**src/rtl/ram_port_arbiter.sv**
```systemverilog
// ram_port_arbiter: round-robin share of a 4-lane byte RAM between two requesters
module ram_port_arbiter #(
    parameter int ADDR_WIDTH     = 32,
    parameter int DATA_WIDTH     = 32,
    parameter int RAM_ADDR_WIDTH = 12
) (
    input  logic                  clk,
    input  logic                  rst_n,
    input  logic                  m0_req_i,
    input  logic                  m0_we_i,
    input  logic [1:0]            m0_size_i,
    input  logic [ADDR_WIDTH-1:0] m0_addr_i,
    input  logic [DATA_WIDTH-1:0] m0_wdata_i,
    output logic                  m0_gnt_o,
    output logic                  m0_err_o,
    output logic                  m0_rvalid_o,
    output logic [DATA_WIDTH-1:0] m0_rdata_o,
    input  logic                  m1_req_i,
    input  logic                  m1_we_i,
    input  logic [1:0]            m1_size_i,
    input  logic [ADDR_WIDTH-1:0] m1_addr_i,
    input  logic [DATA_WIDTH-1:0] m1_wdata_i,
    output logic                  m1_gnt_o,
    output logic                  m1_err_o,
    output logic                  m1_rvalid_o,
    output logic [DATA_WIDTH-1:0] m1_rdata_o,
    output logic [3:0]            wr_en_o,
    output logic [ADDR_WIDTH-1:0] wr_addr_o,
    output logic [DATA_WIDTH-1:0] wr_data_o,
    output logic                  rd_en_o,
    output logic [ADDR_WIDTH-1:0] rd_addr_o,
    input  logic [DATA_WIDTH-1:0] rd_data_i
);
    // The lane logic assumes exactly four byte lanes and a RAM no wider than the bus.
    if (DATA_WIDTH != 32 || RAM_ADDR_WIDTH > ADDR_WIDTH) begin : g_bad_cfg
        $error("ram_port_arbiter: unsupported DATA_WIDTH/RAM_ADDR_WIDTH");
    end

    typedef enum logic {IDLE, RD_WAIT} state_t;

    state_t                  state, state_nx;
    logic                    last_grant, last_grant_nx;
    logic                    owner, owner_nx;
    logic                    sel;
    logic                    s_we;
    logic [1:0]              s_size;
    logic [ADDR_WIDTH-1:0]   s_addr;
    logic [DATA_WIDTH-1:0]   s_wdata;
    logic                    s_err;
    logic [3:0]              s_lanes;
    logic [1:0]              gnt, rvalid;
    logic                    err;

    // On a tie the master that did not win last time goes first; a sole requester always wins.
    assign sel     = m0_req_i ? (m1_req_i & ~last_grant) : 1'b1;
    assign s_we    = sel ? m1_we_i    : m0_we_i;
    assign s_size  = sel ? m1_size_i  : m0_size_i;
    assign s_addr  = sel ? m1_addr_i  : m0_addr_i;
    assign s_wdata = sel ? m1_wdata_i : m0_wdata_i;
    assign s_err   = (s_size == 2'b11) | (s_size == 2'b01 & s_addr[0]) | (s_size == 2'b10 & |s_addr[1:0]);
    assign s_lanes = s_size == 2'b00 ? 4'b0001 << s_addr[1:0] :
                     s_size == 2'b01 ? 4'b0011 << {s_addr[1], 1'b0} : 4'b1111;

    // Address and data go straight from the winner; only the strobes qualify them.
    assign wr_addr_o = s_addr;
    assign rd_addr_o = s_addr;
    assign wr_data_o = s_size == 2'b00 ? {4{s_wdata[7:0]}} :
                       s_size == 2'b01 ? {2{s_wdata[15:0]}} : s_wdata;

    assign m0_gnt_o    = gnt[0];
    assign m1_gnt_o    = gnt[1];
    assign m0_err_o    = gnt[0] & err;
    assign m1_err_o    = gnt[1] & err;
    assign m0_rvalid_o = rvalid[0];
    assign m1_rvalid_o = rvalid[1];
    assign m0_rdata_o  = rvalid[0] ? rd_data_i : '0;
    assign m1_rdata_o  = rvalid[1] ? rd_data_i : '0;

    // State, round-robin pointer and pending read owner; reset drops any read in flight.
    always_ff @(posedge clk or negedge rst_n) begin
        if (!rst_n) begin
            state      <= IDLE;
            last_grant <= 1'b1;
            owner      <= 1'b0;
        end else begin
            state      <= state_nx;
            last_grant <= last_grant_nx;
            owner      <= owner_nx;
        end
    end

    // Grant, error and RAM strobes in IDLE; read data return in RD_WAIT.
    always_comb begin
        state_nx      = state;
        last_grant_nx = last_grant;
        owner_nx      = owner;
        gnt           = 2'b00;
        rvalid        = 2'b00;
        err           = 1'b0;
        wr_en_o       = 4'b0000;
        rd_en_o       = 1'b0;
        if (state == RD_WAIT) begin
            rvalid[owner] = 1'b1;
            state_nx      = IDLE;
        end else if (m0_req_i | m1_req_i) begin
            gnt[sel]      = 1'b1;
            err           = s_err;
            last_grant_nx = sel;
            if (!s_err && s_we) begin
                wr_en_o = s_lanes;
            end else if (!s_err) begin
                rd_en_o  = 1'b1;
                owner_nx = sel;
                state_nx = RD_WAIT;
            end
        end
    end
endmodule
```
**config.mk**
```make
export PLATFORM = sky130hd
export DESIGN_NAME = ram_port_arbiter
export DESIGN_NICKNAME = d
export VERILOG_FILES = /design/src/rtl/ram_port_arbiter.sv
export SDC_FILE = /design/constraint.sdc
export NUM_CORES = 1
export LEC_CHECK = 0
export BUFFER_PORTS_ARGS = -buffer_cell sky130_fd_sc_hd__buf_2
export CAP_MARGIN = 10
export CORE_AREA = 2 2 133 135
export CTS_CLUSTER_SIZE = 40
export DETAILED_ROUTE_END_ITERATION = 8
export DIE_AREA = 0 0 135 137
export GPL_ROUTABILITY_DRIVEN = 0
export SYNTH_ARGS = -nofsm -noshare
export SYNTH_HDL_FRONTEND = slang
export SYNTH_SLANG_ARGS = --single-unit
```
**constraint.sdc**
```tcl
create_clock -name clk -period 2.72 [get_ports clk]
set_input_delay 0.68 -clock clk [delete_from_list [all_inputs] [get_ports clk]]
set_output_delay 0.68 -clock clk [all_outputs]
set_load 0.05 [all_outputs]
```
# Word level (Yosys, flattened, before mapping)
# Cells that the tools add are included.
# word_totals
ff_bits	3
input_bits	170
output_inout_bits	171
wordCells	59
# op_classes
order_cmp	4
eq_ne	3
shift	2
muxes	27
bitwise_logic	12
n_reduce_logical	8
# op_table
cell	count
$mux W32	6
$mux W4	5
$mux W1	10
$mux W2	4
$and A1 B1 Y1	5
$eq A2 B2 Y1 const B	2
$lt A1 B2 Y1 const B	2
$not A1 Y1	4
$reduce_and A4 Y1	1
$shl A1 B2 Y4 const A	1
$shl A2 B2 Y4 const A	1
$logic_and A1 B1 Y1	3
$or A1 B1 Y1	3
$demux W1 S1	2
$eq A2 B1 Y1 const B	1
$ge A1 B1 Y1 const B	2
$logic_not A2 Y1	1
$reduce_and A2 Y1	1
$reduce_or A2 Y1	1
$logic_not A1 Y1	1

# Longest topological paths before layout
# Gate-level depths: netlist of run 1.
# depth
word_depth	13
mapped_depth	8
depth_no_buf	4

# Worst setup path before layout of run 1
# No wires, ideal clock.
# synth_timing
kind	input to output
start	input port m1_addr_i[0]
end	output port rd_en_o
t_arrival_ps	2395
required_time_ps	2040
slack_ps	-355
path_stages	5
n_path_buf	1
cell_sequence	clkbuf_1 > o21a_1 > o22ai_1 > nand2b_1 > o21ai_0
# synth_via
elab_chain_len	9
elab_cells_between_ends	12
classes_between	mux: 5; bitwise: 4; reduce/logical: 3
# synth_lines
element	line_no	source
start, declared	21	input logic [ADDR_WIDTH-1:0] m1_addr_i,
$mux W32 (*)	58	assign s_addr = sel ? m1_addr_i : m0_addr_i;
$and A1 B1 Y1 or $reduce_or A2 Y1 (tied branches)	60	assign s_err = (s_size == 2'b11) | (s_size == 2'b01 & s_addr[0]) | (s_size == 2'b10 & |s_addr[1:0]);
$or A1 B1 Y1 or $and A1 B1 Y1 (tied branches)	60	
$or A1 B1 Y1 (*)	60	
$logic_not A1 Y1	-	
$logic_and A1 B1 Y1	109	if (!s_err && s_we) begin
$mux W1 (*)	109	
$mux W1 (*)	105	end else if (m0_req_i | m1_req_i) begin
$mux W1 (*)	102	if (state == RD_WAIT) begin
end, declared	30	output logic rd_en_o,
# Every way passes the cells marked *; elsewhere a longest branch is shown, timed or not.

# Worst setup path in the final report of run 1
# layout_timing
start	input port m1_req_i
end	output port wr_data_o[14]
# layout_via
elab_chain_len	5
elab_cells_between_ends	7
classes_between	mux: 5; bitwise: 1; reduce/logical: 1
# layout_lines
element	line_no	source
start, declared	18	input logic m1_req_i,
$and A1 B1 Y1 (*)	55	assign sel = m0_req_i ? (m1_req_i & ~last_grant) : 1'b1;
$mux W1 (*)	55	
$mux W32 or $mux W2 (tied branches)	59, 57	
$mux W32 or $logic_not A2 Y1 (tied branches)	68, 67	
$mux W32 (*)	67	assign wr_data_o = s_size == 2'b00 ? {4{s_wdata[7:0]}} :
end, declared	29	output logic [DATA_WIDTH-1:0] wr_data_o,
# Marks and branches as above.

==> impl_metrics.py, run 1 <==
metrics = {
    "die": {
        "die_x_um": 135,
        "start_util_pct": 14.7,
        "num_io_pins": 341,
        "core-area_um2": 17100,
        "rows": 48,
        "die-area_um2": 18500,
        "fp.dieH_um": 137,
    },
    "final_layout": {
        "nFillCells": 1858,
        "nNetsFinal": 875,
        "area_growth_pct": 98.1,
        "diodes": 0,
        "fin_util_pct": 29.0,
        "fin_cells": 929,
        "drive_above_1_share_pct": 66.5,
        "layout_commonest_cell": "buf_2",
        "final_cell_mix": "buf_2 (317), nand2_1 (81), and2_1 (34), and3_1 (32), buf_4 (31)",
    },
    "setup_path": {
        "crit_arrival_ps": 2080,
        "cp-start-kind": "input port",
        "crit_path_max_fanout": 11,
        "timing.rr.start": "last_grant",
        "startpoint": "m1_req_i",
        "r2r_slack_ps": 1090,
        "critPathKind": "input port to primary output",
        "required_ps": 2040,
        "end_kind": "primary output",
    },
    "clocking": {
        "cts_max_level": 1,
        "insertion_delay_ps": 220,
        "cts.sinks": 3,
        "clock_path_buffers": 2,
        "clkTransAtPathRegs_ps": 30,
        "cts-root-buf": "clkbuf_16",
        "cts_hold_buffers": 0,
        "numCtsBuffers": 3,
        "tritoncts": "built",
    },
    "sta": {
        "hold_ws_ps": 248,
        "timing.final.crit_period_ps": 2760,
        "hold_viol_final": 0,
        "fin_tns_setup_ps": -344,
        "skew_ps": 0.162,
        "setup_violations": 14,
        "worst_pin_slew_ps": 362,
        "final.setup.worst_slack_ps": -40.4,
        "relSlewSlack_pct": 75.2,
        "final_max_slew_viol_count": 0,
        "fmax_mhz": 362,
        "post-route-period-util_pct": 101,
        "rsz0062_at_grt": "true",
    },
    "synthesis": {
        "yosys.area.top_type": "nand2_1",
        "syn_inst": 388,
        "ys.flop_type": "dfrtp_1",
        "synth-async-reset-ratio_pct": 100,
        "syn_area_um2": 2500,
        "ys_ff_latch": 3,
        "yosysSeqAreaShare_pct": 3.05,
        "synth_warnings": 0,
        "syn_area_per_cell_um2": 6.44,
        "synth_top_area_share_pct": 16.7,
        "synth_edf_count": 0,
        "synth.net_count": 558,
        "synth_cell_types": 45,
        "yosys-top-cells-area": "nand2_1 (17%), mux2_2 (14%), buf_4 (11%)",
    },
    "routing": {
        "drt_iter0_drc": 219,
        "wirelength_mm": 13.0,
        "drc": 0,
        "wl_per_cell_um": 14.0,
        "drtPass1Iterations": 4,
        "num_vias": 3784,
        "routed_via_density": 4.07,
        "ant_nets": 0,
    },
    "min_path": {
        "hp-class": "input port to asynchronous set/reset pin",
    },
    "flow_run": {
        "maxCapViolations": 0,
    },
    "placement": {
        "io_buffers": 340,
        "place_inst": 916,
        "hpwl_mm": 10.9,
    },
    "power_and_ir_drop": {
        "ir_worst_vdd_v": 0.000191,
        "power.density_nw_per_um2": 501,
        "p_leak_nw": 2.98,
    },
    "grt": {
        "first_global_vias": 3526,
        "grt_max_degree": 35,
        "grt_usage_pct": 12.7,
        "grt-ovfl-total": 0,
        "grt_pass1_wl_mm": 18.6,
        "antenna_found_initial": 1,
    },
    "run_status": {
        "status": "complete, but fails checks",
        "violations": "setup timing",
    },
}
## flip-flops by register name, summed over array words and instances, names as in the netlist
| signal | cells |
|---|---|
| owner | 1 |
| state | 1 |
| last_grant | 1 |
## layer usage
layer	wire length, um	GRT usage [%]
met5	13	0
met4	60	1.39
met3	1060	1.93
met2	6670	23.7
met1	5250	15.9
## worst max-delay path, stage by stage
cell	delay, ps
buf_8	100
nor2b_4	130
nor2_4	130
buf_6	140
buf_12	130
mux2_2	330
mux2_2	270
buf_6	160
## what timing repair did
action,in CTS,in global routing
gates cloned,1,0
endpoints found under the hold margin,0,0
pin swaps,1,1
endpoints found under the setup margin,23,27
buffers inserted,6,2
gates resized for setup,55,15
## synth_stat cells, types with 3 or more instances
library cell / count
a21oi_1: 8
and2_1: 34
and3_1: 33
buf_2: 9
buf_4: 35
buf_6: 3
clkbuf_1: 18
inv_1: 3
mux2_1: 4
mux2_2: 30
mux2_4: 6
mux2i_1: 20
nand2_1: 111
nor2_1: 13
o21ai_0: 22
xor2_1: 4
## report_power, final
part / total, mW / internal [mW] / switching (mW)
registers: 0.0709 / 0.0588 / 0.0120
clock network: 0.235 / 0.194 / 0.0410
logic: 2.18 / 0.694 / 1.48
## per-stage QoR
| step | worst slack (ps) | area (um2) | total power, mW |
|---|---|---|---|
| CTS | -68.4 | 4890 | 2.47 |
| finish | -40.4 | 4950 | 2.48 |
| global route | -82.8 | 4950 | 2.60 |
| detailed placement | -156 | 4520 | 2.09 |
| floorplan | -123 | 2630 | 1.63 |
| global placement | -155 | 4520 | 2.09 |
## cell type report
cell class	instances	area, um2	area share [%]
multi-input combinational	316	2220	44.8
sequential	3	76.3	1.54
timing repair buffer	377	2280	46.1
clock buffer	4	78.8	1.59
tap	225	282	5.68
inverter	4	15.0	0.303
## path summary, 6_finish.rpt
kind,endpoint,depth (start not counted)
worst max-delay path,wr_data_o[14],8
worst min-delay path,state,1
worst max register to register,owner,4
worst min register to register,last_grant,1
max in group asynchronous,last_grant,1
min in group clk,last_grant,1
## cells by family (layout without fill, tap and decap cells)
| kind of cell | Yosys count | count (layout) | share of synthesized area (%) |
|---|---|---|---|
| xor gates and xnor gates | 4 | 4 | 1.40 |
| muxes | 60 | 60 | 26.9 |
| DFF | 3 | 3 | 3.05 |
| buffers and inverters | 69 | 385 | 17.0 |
| AOI/OAI and AO/OA | 44 | 44 | 10.5 |
| and+or+nand+nor | 208 | 208 | 41.1 |
No activity file was read; power rests on OpenSTA's default activity.
==> inputs of run 2 (changes only) <==
--- a/config.mk
+++ b/config.mk
@@ -6,11 +6,11 @@
 export NUM_CORES = 1
 export LEC_CHECK = 0
 export BUFFER_PORTS_ARGS = -buffer_cell sky130_fd_sc_hd__buf_2
-export CAP_MARGIN = 10
-export CORE_AREA = 2 2 133 135
+export CAP_MARGIN = 20
+export CORE_AREA = 2 2 132 134
 export CTS_CLUSTER_SIZE = 40
 export DETAILED_ROUTE_END_ITERATION = 8
-export DIE_AREA = 0 0 135 137
+export DIE_AREA = 0 0 134 136
 export GPL_ROUTABILITY_DRIVEN = 0
 export SYNTH_ARGS = -nofsm -noshare
 export SYNTH_HDL_FRONTEND = slang
==> constraint.sdc (replaced) <==
create_clock -name clk -period 2.23 [get_ports clk]
set_input_delay 0.5575 -clock clk [delete_from_list [all_inputs] [get_ports clk]]
set_output_delay 0.5575 -clock clk [all_outputs]
set_load 0.05 [all_outputs]
==> run 2 against run 1 <==
Net effect:
- the flow still finishes with violations (setup timing)
- clock power is 24% higher
- utilization increased by 12 points
- hold slack got worse by 130 ps
- sequential share of layout area down 0.42 points
- critical path type is now register to primary output
- critical endpoint unchanged
==> impl_metrics.py, run 2 (synthesized netlist as in run 1, its figures left out) <==
metrics = {
    "final_layout": {
        "drive_above_1_share_pct": 79.3,
        "nFillCells": 1609,
        "nNetsFinal": 902,
        "largest_registers": "last_grant (1), owner (1), state (1)",
        "layout_commonest_cell": "buf_2",
        "area_growth_pct": 176,
        "diodes": 0,
        "final_cell_mix": "buf_2 (234), buf_8 (72), nand2_4 (69), buf_4 (38)",
    },
    "sta": {
        "fin_tns_setup_ps": -15560,
        "hold_ws_ps": 118,
        "rsz0062_at_grt": "true",
        "setup_violations": 102,
        "timing.final.crit_period_ps": 2550,
        "post-route-period-util_pct": 114,
        "hold_viol_final": 0,
        "final_max_slew_viol_count": 0,
        "fmax_mhz": 392,
        "worst_pin_slew_ps": 348,
        "skew_ps": 0.0892,
        "final.setup.worst_slack_ps": -319,
        "relSlewSlack_pct": 76.5,
    },
    "die": {
        "core-area_um2": 16900,
        "fp.dieH_um": 136,
        "start_util_pct": 14.8,
        "die_x_um": 134,
        "die-area_um2": 18200,
        "num_io_pins": 341,
        "rows": 48,
    },
    "power_and_ir_drop": {
        "ir_worst_vdd_v": 0.000250,
        "p_total_mw": 4.00,
        "power.density_nw_per_um2": 581,
        "p_leak_nw": 3.79,
    },
    "grt": {
        "grt_pass1_wl_mm": 21.3,
        "grt_max_degree": 35,
        "grt_usage_pct": 14.8,
        "antenna_found_initial": 0,
        "first_global_vias": 3933,
        "grt-ovfl-total": 0,
    },
    "setup_path": {
        "r2r_slack_ps": 530,
        "required_ps": 1670,
        "crit_chain": "nor2b_4 > nor2_4 > buf_12 > buf_12 > mux2_4 > mux2_4 > buf_8",
        "critPathKind": "register to primary output",
        "end_kind": "primary output",
        "crit_path_max_fanout": 6,
        "cp-start-kind": "register",
        "crit_arrival_ps": 1990,
        "crit_slowest_cell": "dfstp_2",
        "slowest_delay_ps": 540,
    },
    "clocking": {
        "cts_max_level": 1,
        "numCtsBuffers": 3,
        "clock_path_buffers": 2,
        "cts-root-buf": "clkbuf_16",
        "cts.sinks": 3,
        "clkTransAtPathRegs_ps": 30,
        "insertion_delay_ps": 230,
        "cts_hold_buffers": 0,
        "tritoncts": "built",
    },
    "routing": {
        "routed_via_density": 4.21,
        "num_vias": 4028,
        "wirelength_mm": 16.1,
        "ant_nets": 0,
        "drtPass1Iterations": 7,
        "wl_per_cell_um": 16.9,
        "drc": 0,
        "drt_iter0_drc": 174,
    },
    "flow_run": {
        "maxCapViolations": 0,
    },
    "placement": {
        "pre_cts_ws_ps": -364,
        "hpwl_mm": 11.4,
        "io_buffers": 340,
    },
    "min_path": {
        "hp-class": "input port to asynchronous set/reset pin",
    },
    "run_status": {
        "status": "complete, but fails checks",
        "violations": "setup timing",
    },
}
[run 2: changes by cell type in the layout (fill, tap and decap cells not counted), moves of 4 or more]
cell	previous run	this run
buf_2	317	234
buf_8	5	72
o21ai_1	9	2
nand2_1	81	15
nand2_4	11	69
mux2_4	14	34
buf_16	0	4
buf_6	12	31
buf_4	31	38
mux2_2	24	4
o21ai_4	1	8
nand2_2	21	29
buf_12	11	23
[run 2: timing repair]
| action | CTS | global route |
|---|---|---|
| resized for setup | 252 | 196 |
| endpoints found under the setup margin | 102 | 118 |
| pin swaps | 14 | 44 |
| setup buffers | 10 | 8 |
| cloned | 5 | 3 |
[run 2: path summary, 6_finish.rpt]
check                            from            end  depth (start not counted)
max reg2reg                last_grant          owner                          5
min reg2reg                     state     last_grant                          1
max                        last_grant  wr_data_o[14]                          7
max in group asynchronous       rst_n     last_grant                          1
min in group clk                state     last_grant                          1
min                             rst_n          owner                          1
[run 2: metal layers]
metal	up-vias	track usage (%)	part of all wire, %
met1	1875	18.1	40
li1	1970	-	-
met3	19	2.27	5.5
met4	0	2.54	1.3
met2	164	27.7	53
met5	-	0	0
[run 2: where the power goes]
group | internal [mW] | total, mW | switching, mW
Combinational | 1.49 | 3.62 | 2.14
Sequential | 0.0721 | 0.0849 | 0.0129
Clock | 0.236 | 0.292 | 0.0552
[run 2: through the flow]
stage	cell area (um2)	instances	utilization, %
after floorplan	2990	388	-
after global placement	4920	929	29.2
after detailed placement	4920	929	29.2
after CTS	6050	948	35.9
after global routing	6890	956	40.8
final	6890	956	40.8
[run 2: layout make-up]
class	count	area, um2	area share, %
sequential	3	77.6	1.13
tap	225	282	4.08
timing repair buffer	404	3510	50.9
multi-input combinational	316	2920	42.4
clock buffer	4	78.8	1.14
inverter	4	27.5	0.399
[run 2: critical path: cells and delay by family, from the launching register on]
kind                   cells  cell delay (ps)
muxes                      2              610
buffers and inverters      3              430
and+or+nand+nor            2              180
DFF                        1              540
==> inputs of run 3 (changes only) <==
--- a/config.mk
+++ b/config.mk
@@ -8,6 +8,7 @@
 export BUFFER_PORTS_ARGS = -buffer_cell sky130_fd_sc_hd__buf_2
 export CAP_MARGIN = 20
 export CORE_AREA = 2 2 132 134
+export CTS_BUF_LIST = sky130_fd_sc_hd__clkbuf_8
 export CTS_CLUSTER_SIZE = 40
 export DETAILED_ROUTE_END_ITERATION = 8
 export DIE_AREA = 0 0 134 136
==> run 3 against run 2 <==
Net effect:
- the run still ends with setup timing left
- wire length is 0.26% higher
- power is 4.6% lower
- setup slack improved by 24 ps
- sequential share of layout area is essentially flat
- clock power is 47% lower
- clock skew rose by 1.9 ps
- combinational power down 1%
- fmax grew 0.96%
- global-route usage shrank 0.19 points
- critical path type unchanged
==> impl_metrics.py, run 3 (synthesized netlist as in run 1, its figures left out) <==
metrics = {
    "run_status": {
        "status": "complete, but fails checks",
        "violations": "setup timing",
    },
    "sta": {
        "post-route-period-util_pct": 113,
        "rsz0062_at_grt": "true",
        "timing.final.crit_period_ps": 2530,
        "worst_pin_slew_ps": 348,
        "hold_viol_final": 0,
        "hold_ws_ps": 127,
        "final_max_slew_viol_count": 0,
        "skew_ps": 2.02,
        "relSlewSlack_pct": 76.6,
        "final.setup.worst_slack_ps": -295,
        "fmax_mhz": 396,
        "setup_violations": 101,
    },
    "final_layout": {
        "final_area_um2": 6760,
        "fin_util_pct": 40.1,
        "nNetsFinal": 897,
        "largest_registers": "last_grant (1), owner (1), state (1)",
        "layout_commonest_cell": "buf_2",
        "drive_above_1_share_pct": 79.3,
        "area_growth_pct": 170,
        "final_cell_mix": "buf_2 (234), buf_8 (70), nand2_4 (67), buf_4 (37)",
        "diodes": 0,
    },
    "setup_path": {
        "crit_path_max_fanout": 6,
        "r2r_end": "owner",
        "crit_chain": "nor2b_4 > nor2_4 > buf_12 > buf_12 > mux2_4 > mux2_4 > buf_8",
        "required_ps": 1670,
        "cp-start-kind": "register",
        "slowest_delay_ps": 540,
        "crit_family": "multiplexers",
        "crit_end": "wr_data_o[14]",
        "r2r_slack_ps": 540,
        "cp.buffers_inverters": 3,
        "crit_slowest_cell": "dfstp_2",
        "end_kind": "primary output",
        "crit_arrival_ps": 1970,
        "startpoint": "last_grant",
        "rr_worst_depth": 5,
        "critPathKind": "register to primary output",
        "timing.rr.start": "last_grant",
        "worst-path-stages": 7,
    },
    "placement": {
        "hpwl_mm": 11.4,
        "io_buffers": 340,
        "placed_cell_area_um2": 4920,
    },
    "grt": {
        "grt-ovfl-total": 0,
        "grt_usage_pct": 14.7,
        "grt_max_degree": 35,
        "grt_pass1_wl_mm": 21.1,
        "antenna_found_initial": 0,
        "first_global_vias": 3870,
    },
    "routing": {
        "routed_via_density": 4.21,
        "ant_nets": 0,
        "num_vias": 4004,
        "drtPass1Iterations": 4,
        "drt_iter0_drc": 125,
        "wirelength_mm": 16.2,
        "wl_per_cell_um": 17.0,
        "drc": 0,
    },
    "die": {
        "die_x_um": 134,
        "fp.dieH_um": 136,
        "die-area_um2": 18200,
        "core-area_um2": 16900,
        "start_util_pct": 14.8,
        "num_io_pins": 341,
        "rows": 48,
    },
    "clocking": {
        "cts_max_level": 1,
        "cts.sinks": 3,
        "cts-root-buf": "clkbuf_8",
        "clkTransAtPathRegs_ps": 30,
        "numCtsBuffers": 3,
        "tritoncts": "built",
        "clock_path_buffers": 2,
        "insertion_delay_ps": 220,
    },
    "power_and_ir_drop": {
        "p_total_mw": 3.82,
        "ir_worst_vdd_v": 0.000240,
        "p_leak_nw": 3.73,
        "power.density_nw_per_um2": 565,
    },
    "flow_run": {
        "maxCapViolations": 0,
    },
    "min_path": {
        "hp-class": "input port to asynchronous set/reset pin",
    },
}
==> run 3: cell types whose count changed in the layout (fill, tap and decap cells not counted), moves of 2 or more <==
cell | before | now
buf_12 | 23 | 17
buf_6 | 31 | 34
buf_8 | 72 | 70
clkbuf_16 | 5 | 3
clkbuf_8 | 0 | 3
nand2_2 | 29 | 31
nand2_4 | 69 | 67
==> run 3: where the power goes <==
group | internal, mW | total (mW) | switching [mW]
Clock | 0.117 | 0.156 | 0.0386
Sequential | 0.0720 | 0.0849 | 0.0129
Combinational | 1.45 | 3.58 | 2.13
==> run 3: worst min-delay path by stage <==
stage               startpoint     to  slack [ps]  cells after the start
finish                   rst_n  owner         130                      1
global route             rst_n  owner         130                      1
CTS                      rst_n  owner         130                      1
detailed placement       rst_n  owner         360                      1
global placement         rst_n  owner         360                      1
floorplan                rst_n  owner         260                      0
==> run 3: worst reg2reg max path: stages (launching register included) <==
cell,delay (ps)
dfstp_2,540
buf_4,110
nand2b_4,170
nand2_4,100
or4b_4,520
o2bb2ai_1,140
==> run 3: area by class of cell <==
class	count	area (um2)
flip-flops and latches	3	77.6
clock buffers	3	41.3
multi-input cells	316	2920
clock inverters	1	3.75
repair buffers	399	3410
inverters	4	27.5
fillers	1636	10100
well taps	225	282
==> run 3: what timing repair did <==
action / CTS / global route
buffers inserted: 7 / 5
hold buffers: 0 / 0
gates resized for setup: 238 / 204
endpoints found under the setup margin: 102 / 119
hold endpoints to repair: 0 / 0
pin swaps: 12 / 39
gates cloned: 4 / 4
==> run 3: metal layers <==
metal | up-vias | GRT usage, % | wire (um)
met1 | 1868 | 18.0 | 6620
met2 | 164 | 27.5 | 8590
met3 | 10 | 2.01 | 839
li1 | 1962 | - | -
met4 | 0 | 2.25 | 140
met5 | - | 0 | 0
==> run 3: through the flow <==
| stage | setup TNS [ps] | worst slack, ps | std cells |
|---|---|---|---|
| 2_1_floorplan | -2240 | -176 | 388 |
| 3_3_place_gp | -18660 | -328 | 929 |
| 3_5_place_dp | -20640 | -364 | 929 |
| 4_1_cts | -13870 | -299 | 944 |
| 5_1_grt | -19450 | -340 | 951 |
| 6_report | -13170 | -295 | 951 |
